==> config.mk <==
export PLATFORM = sky130hd
export DESIGN_NAME = sa_output_drain_flat
export DESIGN_NICKNAME = d
export VERILOG_FILES = /design/src/rtl/sa_output_drain_if.sv /design/src/rtl/sa_output_drain.sv /design/src/flat_wrapper.sv
export SDC_FILE = /design/constraint.sdc
export NUM_CORES = 1
export LEC_CHECK = 0
export ABC_AREA = 1
export BUFFER_PORTS_ARGS = -buffer_cell sky130_fd_sc_hd__buf_2
export CORE_MARGIN = 8
export CORE_UTILIZATION = 40
export CTS_CLUSTER_SIZE = 16
export DETAILED_ROUTE_END_ITERATION = 16
export PLACE_DENSITY = 0.63
export RECOVER_POWER = 50
export SLEW_MARGIN = 20
export SYNTH_ARGS = -nofsm -noshare
export SYNTH_HDL_FRONTEND = slang
export SYNTH_SLANG_ARGS = --single-unit
==> constraint.sdc <==
create_clock -name clk_i -period 4.35 [get_ports clk_i]
set_input_delay 0.435 -clock clk_i [delete_from_list [all_inputs] [get_ports clk_i]]
set_output_delay 0.435 -clock clk_i [all_outputs]
set_load 0.1 [all_outputs]
==> src/rtl/sa_output_drain_if.sv <==
// Handshake/data bundle between the systolic-array bottom row, the output drain and its consumer.
interface sa_output_drain_if #(
  parameter int ACCUMULATE_WIDTH = 16,
  parameter int COLS             = 4,
  parameter int DEPTH            = 4
);
  localparam int COUNT_W = $clog2(DEPTH) + 1;

  logic                             clear_i;
  logic                             in_valid_i;
  logic [COLS*ACCUMULATE_WIDTH-1:0] c_i;
  logic                             out_valid_o;
  logic                             out_ready_i;
  logic [COLS*ACCUMULATE_WIDTH-1:0] out_row_o;
  logic [COUNT_W-1:0]               count_o;
  logic                             overflow_o;

  modport master (
    output clear_i, in_valid_i, c_i, out_ready_i,
    input  out_valid_o, out_row_o, count_o, overflow_o
  );

  modport slave (
    input  clear_i, in_valid_i, c_i, out_ready_i,
    output out_valid_o, out_row_o, count_o, overflow_o
  );
endinterface

==> src/rtl/sa_output_drain.sv <==
// Deskews the staggered column results of a systolic array into whole rows and
// buffers them in a small FIFO; the array cannot stall, so a full FIFO drops rows.
module sa_output_drain #(
  parameter int ACCUMULATE_WIDTH = 16,
  parameter int COLS             = 4,
  parameter int DEPTH            = 4
) (
  input logic                clk_i,
  input logic                reset,
  sa_output_drain_if.slave   bus
);
  localparam int W       = ACCUMULATE_WIDTH;
  localparam int PTR_W   = $clog2(DEPTH);
  localparam int COUNT_W = $clog2(DEPTH) + 1;

  logic [COLS*W-1:0]  aligned_row;
  logic [COLS-2:0]    valid_dly;
  logic               push;
  logic               pop;
  logic               full;
  logic               accept;
  logic               drop;
  logic [PTR_W-1:0]   wr_ptr;
  logic [PTR_W-1:0]   rd_ptr;
  logic [COUNT_W-1:0] count;
  logic [COUNT_W-1:0] count_next;
  logic               overflow;
  logic [COLS*W-1:0]  mem [DEPTH];

  // Column j arrives j cycles after column 0, so it is held back COLS-1-j cycles.
  for (genvar j = 0; j < COLS; j++) begin : g_col
    localparam int D = COLS - 1 - j;
    if (D == 0) begin : g_pass
      assign aligned_row[j*W +: W] = bus.c_i[j*W +: W];
    end else begin : g_dly
      logic [W-1:0] stage [D];
      // NOTE: pure data pipeline, no reset; stale contents are harmless because
      // the valid shift register (which is reset) decides whether they are used.
      always_ff @(posedge clk_i) begin
        stage[0] <= bus.c_i[j*W +: W];
        for (int k = 1; k < D; k++) stage[k] <= stage[k-1];
      end
      assign aligned_row[j*W +: W] = stage[D-1];
    end
  end

  // NOTE: sequential state uses non-blocking assignments so every register
  // samples the pre-edge values of its neighbours, giving a true shift.
  always_ff @(posedge clk_i or posedge reset) begin
    if (reset) valid_dly <= '0;
    else if (COLS > 2) valid_dly <= {valid_dly[COLS-3:0], bus.in_valid_i};
    else valid_dly <= bus.in_valid_i;
  end

  assign push   = valid_dly[COLS-2];
  assign full   = (count == COUNT_W'(DEPTH));
  assign pop    = (count != '0) && bus.out_ready_i;
  assign accept = push && (!full || pop);
  assign drop   = push && full && !pop;

  // NOTE: default assigned first so no path through this block infers a latch.
  always_comb begin
    count_next = count;
    case ({accept, pop})
      2'b10:   count_next = count + 1'b1;
      2'b01:   count_next = count - 1'b1;
      default: count_next = count;
    endcase
  end

  always_ff @(posedge clk_i or posedge reset) begin
    if (reset) begin
      wr_ptr   <= '0;
      rd_ptr   <= '0;
      count    <= '0;
      overflow <= 1'b0;
    end else begin
      if (accept) wr_ptr <= wr_ptr + 1'b1;
      if (pop)    rd_ptr <= rd_ptr + 1'b1;
      count <= count_next;
      // A drop outranks a coincident clear so no lost row goes unreported.
      if (drop)             overflow <= 1'b1;
      else if (bus.clear_i) overflow <= 1'b0;
    end
  end

  always_ff @(posedge clk_i) begin
    if (accept) mem[wr_ptr] <= aligned_row;
  end

  assign bus.out_valid_o = (count != '0);
  assign bus.out_row_o   = mem[rd_ptr];
  assign bus.count_o     = count;
  assign bus.overflow_o  = overflow;
endmodule

==> src/flat_wrapper.sv <==
// flat-port wrapper written by rule: the top's interface ports become plain ports
module sa_output_drain_flat 
#(
  parameter int ACCUMULATE_WIDTH = 16,
  parameter int COLS             = 4,
  parameter int DEPTH            = 4
)
  (clk_i, reset, bus_clear_i, bus_in_valid_i, bus_c_i, bus_out_ready_i, bus_out_valid_o, bus_out_row_o, bus_count_o, bus_overflow_o);
  sa_output_drain_if #(.ACCUMULATE_WIDTH(ACCUMULATE_WIDTH), .COLS(COLS), .DEPTH(DEPTH)) bus_i ();
  input logic clk_i;
  input logic reset;
  input wire logic [$bits(bus_i.clear_i)-1:0] bus_clear_i;
  input wire logic [$bits(bus_i.in_valid_i)-1:0] bus_in_valid_i;
  input wire logic [$bits(bus_i.c_i)-1:0] bus_c_i;
  input wire logic [$bits(bus_i.out_ready_i)-1:0] bus_out_ready_i;
  output wire logic [$bits(bus_i.out_valid_o)-1:0] bus_out_valid_o;
  output wire logic [$bits(bus_i.out_row_o)-1:0] bus_out_row_o;
  output wire logic [$bits(bus_i.count_o)-1:0] bus_count_o;
  output wire logic [$bits(bus_i.overflow_o)-1:0] bus_overflow_o;
  assign bus_i.clear_i = bus_clear_i;
  assign bus_i.in_valid_i = bus_in_valid_i;
  assign bus_i.c_i = bus_c_i;
  assign bus_i.out_ready_i = bus_out_ready_i;
  assign bus_out_valid_o = bus_i.out_valid_o;
  assign bus_out_row_o = bus_i.out_row_o;
  assign bus_count_o = bus_i.count_o;
  assign bus_overflow_o = bus_i.overflow_o;
  sa_output_drain #(.ACCUMULATE_WIDTH(ACCUMULATE_WIDTH), .COLS(COLS), .DEPTH(DEPTH)) u_core (.clk_i(clk_i), .reset(reset), .bus(bus_i));
endmodule
After elaboration in Yosys (flattened, before gate mapping)
Memories as Yosys holds them, arrays and structs flattened. Cells that the tools add are included.

Bits in registers: 11. Bits in writable memories: 352. Input port bits: 69. Output and inout bits: 69. Logic and storage cells: 31. Memories: 4.

$add $sub $neg: 4. Equal/unequal tests: 3. Muxes and demuxes: 5. Reductions and logical operators: 10.

Memory list: u_core.mem (depth 4, width 64, read ports 1, clocked after Yosys merged registers in 0, write ports 1, RTL line sa_output_drain.sv:28) `logic [COLS*W-1:0] mem [DEPTH];`; u_core.g_col[0].g_dly.stage (depth 3, width 16, read ports 3, clocked after Yosys merged registers in 0, write ports 3, RTL line sa_output_drain.sv:36) `logic [W-1:0] stage [D];`; u_core.g_col[1].g_dly.stage (depth 2, width 16, read ports 2, clocked after Yosys merged registers in 0, write ports 2, RTL line sa_output_drain.sv:36); u_core.g_col[2].g_dly.stage (depth 1, width 16, read ports 1, clocked after Yosys merged registers in 0, write ports 1, RTL line sa_output_drain.sv:36).

Operators with widths (number): $pmux 3 s2 (1); $add 2x1->2 const B (2); $logic_and 1x1->1 (4); $mux 1 (4); $reduce_bool 2->1 (2); $add 3x1->3 const B (1); $eq 3x3->1 const B (1); $reduce_bool 3->1 (1); $sub 3x1->3 const B (1); $eq 2x1->1 const B (1); $eq 2x2->1 const B (1); $logic_not 1->1 (2); $logic_or 1x1->1 (1).

Depth between registers and ports, before layout
Depth after elaboration: 6. Mapped depth: 12. Gate-level depth less buffers: 12.

Least setup slack after synthesis
No wires, ideal clock.

Path kind: register to register. Start point: register u_core.count[0] (netlist: u_core.bus.count_o[0]). End point: memory u_core.mem[0][0] in the netlist's numbering, enable pin. Library setup time: 0.487 ns. Data arrival time: 4.102 ns. Required time: 3.863 ns. Path slack: -0.239 ns. Stages on the path, launching flop included: 5. Path buffers: 0. Period minus slack after synthesis: 4.589 ns. Cells stage by stage: dfrtp_1 -> nor2_1 -> nand2_1 -> nand2_1 -> nor2_1.

Cells in the longest elaborated chain, start to end: 6.

RTL lines: start, declared (RTL line sa_output_drain.sv:25) `logic [COUNT_W-1:0] count;`; start signal, assigned (RTL line sa_output_drain.sv:80) `count <= count_next;`; $eq 3x3->1 / $reduce_bool 3->1 (equally long branches) (RTL line sa_output_drain.sv:56, sa_output_drain.sv:57); $logic_not 1->1 / $logic_and 1x1->1 (equally long branches) (RTL line sa_output_drain.sv:58, sa_output_drain.sv:57); $logic_or 1x1->1 (*) (RTL line sa_output_drain.sv:58) `assign accept = push && (!full || pop);`; $logic_and 1x1->1 (*) (RTL line sa_output_drain.sv:58); $mux 1 (*) (RTL line sa_output_drain.sv:88) `if (accept) mem[wr_ptr] <= aligned_row;`; $mux 1 (not written as such) (*) (RTL line sa_output_drain.sv:88); end, declared (RTL line sa_output_drain.sv:28).

Every way passes the cells marked *; elsewhere a longest branch is shown, timed or not.

Final worst setup path
Start point: register u_core.rd_ptr[0]. End point: output bus_out_row_o[2].

Cells in the longest elaborated chain, start to end: 1.

RTL lines: start, declared (RTL line sa_output_drain.sv:24) `logic [PTR_W-1:0] rd_ptr;`; start signal, assigned (RTL line sa_output_drain.sv:79) `if (pop) rd_ptr <= rd_ptr + 1'b1;`; $mem_v2 4x64; end, declared (RTL line flat_wrapper.sv:17) `output wire logic [$bits(bus_i.out_row_o)-1:0] bus_out_row_o;`.

No other way between the ends.

==> metrics <==
nets@finish 1149; Crit. End Element primary output; CP delay by family, top buffers and inverters; post-synth top area cell edfxtp_1; Synth Register Bits 363; Worst-path clk slew 0.06 ns; worst skew pair latency 0.51 ns; Inserted Diodes 0; Post-synth top cells 256 x edfxtp_1, 148 x nand2_1, 114 x nor2_1, 96 x dfxtp_1, 80 x inv_1; final wirelength 23300 um; worst r2r dst u_core.mem[1][26]$_DFFE_PP_; Synth top area share 0.615; number of flops mapped to enable cells by yosys 256; Core ar. 30700 um2; worst reg2reg setup slack 1.84 ns; largest net degree at the start of global routing 117; vias 6885; CP bufs+invs 3; Rows 64; cells after synthesis 913; Hold Worst Slack 0.0259 ns; die area 37100 um2; vias in the first global route 6928; R2R depth 6; most used cell, CP nor2_1; critical-path cell list inv_6 > buf_4 > nor2_1 > nor2_1 > o21ai_0 > nand2_1 > buf_2; I/O pin cnt 138; Max-Cap Viols 0; Crit Path Category reg2out; max incr delay on CP 0.58 ns; area of the multi-input gates 2080 um2; fin. max-slew vios 0; Final min period 3.21 ns; global-route wire length before repair 36900 um; syn avg cell area 13.7 um2; Final WS setup 1.14 ns; Post-DP HPWL 13600 um; grt total ovfl 0; Vias/cell 4.60; Num CTS Buffers 38; crit path capture bus_out_row_o[2]; Worst EP required 3.91 ns; f_max 0.311 GHz; period utilization 0.738; mapped cell area 12500 um2; CTS Root Cell clkbuf_16; drt initial violations 278; post-synthesis cell type count 21; outcome complete, no violations; Critical Path AT 2.78 ns; clk buf depth 3; Routed Antenna Nets 0; post-cts resize count 0; fillers 2661; final hold violations 0; yosys warns 0; post-route cell area 14900 um2; syn nets 988; Sink Count 363; DIE HEIGHT 193 um; DRT Pass-1 Iters 4; WL/cell 15.5 um; critical path peak fanout 116; Area contributors post-synth edfxtp_1 62%, dfxtp_1 15%, nand2_1 4.4%; die extent in x 193 um; final setup fails 0; H-tree depth 2; relative slew slack 0.373; # port buffers 137; hold path cells 1; worst r2r src u_core.bus.count_o[2]$_DFFE_PP0P_; gr usage total 0.125; drt drc 0; Syn-to-layout area delta 19.5%; Starting Density 0.407; Worst path slowest cell inv_6; RSZ-0062 raised after global routing no; sequential-to-total area share from yosys stat 0.791; Worst-Margin Slew 0.938 ns; share of layout cells above drive strength 1 0.187; top-count cell post-synth edfxtp_1; Stages on worst setup path 7; GP Congestion 0.693; Final TNS setup 0 ns; Hold Path Class in2reg; DP Area 13600 um2; top_reg_cell synth edfxtp_1; Critical Path Source u_core.rd_ptr[0]$_DFFE_PP0P_; Place WS 1.67 ns; CTS tree yes; Setup Skew 0.0136 ns; initial antenna violation count 0; fraction of registers with async set/reset 0.0303; startpoint types flop; register area 9890 um2
state kept, by name (all words and copies together), names as in the netlist:
name and count:
u_core.mem 256, u_core.rd_ptr 2, u_core.g_col.g_dly.stage 96, u_core.bus.count_o 3, u_core.bus.overflow_o 1, u_core.wr_ptr 2, u_core.valid_dly 3
layout by cell type, fill, tap and decap left out:
cell	n
fa_1	1
ha_1	5
buf_12	2
dfrtp_4	1
bufinv_16	4
buf_2	113
nand4_1	1
buf_4	12
inv_1	80
dfrtp_1	9
xnor2_1	1
dfxtp_1	96
nor2_4	4
o21ai_0	43
clkinvlp_4	1
nand2_1	148
inv_6	1
clkinv_1	4
clkbuf_1	36
o21ai_1	23
nand3_1	6
clkbuf_8	2
dlygate4sd3_1	13
clkinv_2	3
nor2_1	110
clkinv_4	2
clkinv_8	1
edfxtp_1	256
clkbuf_16	39
nor2_2	20
dfrtp_2	1
o211ai_1	64
layer usage:
layer  global-route usage  vias to the layer above  part of all wire
met5                    0                        -                 0
met4               0.0394                        0             0.022
met3               0.0278                       43             0.057
met2                0.209                      147              0.48
met1                0.161                     3237              0.44
li1                     -                     3458                 -
logic make-up after synthesis:
group	Yosys count	synth area share
flip-flops	363	0.791
AND/OR/NAND/NOR	289	0.0917
AO/OA/AOI/OAI	130	0.0649
buffers and inverters	124	0.0448
adder cells (fa/ha/maj)	6	0.00661
XOR/XNOR	1	0.000701
through the flow:
stage	std cells	utilization
floorplan	913	-
global placement	1417	0.443
detailed placement	1417	0.443
CTS	1491	0.485
global route	1498	0.487
finish	1498	0.487
worst reg2reg max path: stages, from the launching register on:
cell,delay [ns]
dfrtp_1,0.40
inv_1,0.11
nor2_1,0.06
nand2_1,0.09
nand2_1,0.29
nor2_4,0.76
buf_4,0.47
area by class of cell:
type                    instances  area share
well taps                     396      0.0332
clock buffers                  53      0.0702
clock inverters                15      0.0128
multi-input cells             426       0.139
repair buffers                164      0.0614
inverters                      81      0.0207
flip-flops and latches        363       0.663
worst min-delay path by stage:
stage,startpoint,to,slack [ns]
3_5_place_dp,u_core.g_col[0].g_dly.stage[0][11]$_DFF_P_,u_core.g_col[0].g_dly.stage[0][27]$_DFF_P_,0.31
4_1_cts,bus_c_i[17],u_core.g_col[1].g_dly.stage[0][1]$_DFF_P_,0.0004
5_1_grt,bus_c_i[12],u_core.g_col[0].g_dly.stage[0][12]$_DFF_P_,0.00002
6_report,bus_c_i[5],u_core.g_col[0].g_dly.stage[0][5]$_DFF_P_,0.03
3_3_place_gp,u_core.g_col[0].g_dly.stage[0][8]$_DFF_P_,u_core.g_col[0].g_dly.stage[0][24]$_DFF_P_,0.31
2_1_floorplan,reset,u_core.bus.count_o[0]$_DFFE_PP0P_,0.29
timing repair:
| item | 4_1_cts | 5_1_grt |
|---|---|---|
| hold buffers | 6 | 7 |
| buffers inserted | 0 | 0 |
| hold endpoints to repair | 16 | 7 |
Power is not shown: default switching activity piles up to over one toggle a cycle in this logic, so the estimate is an artifact.
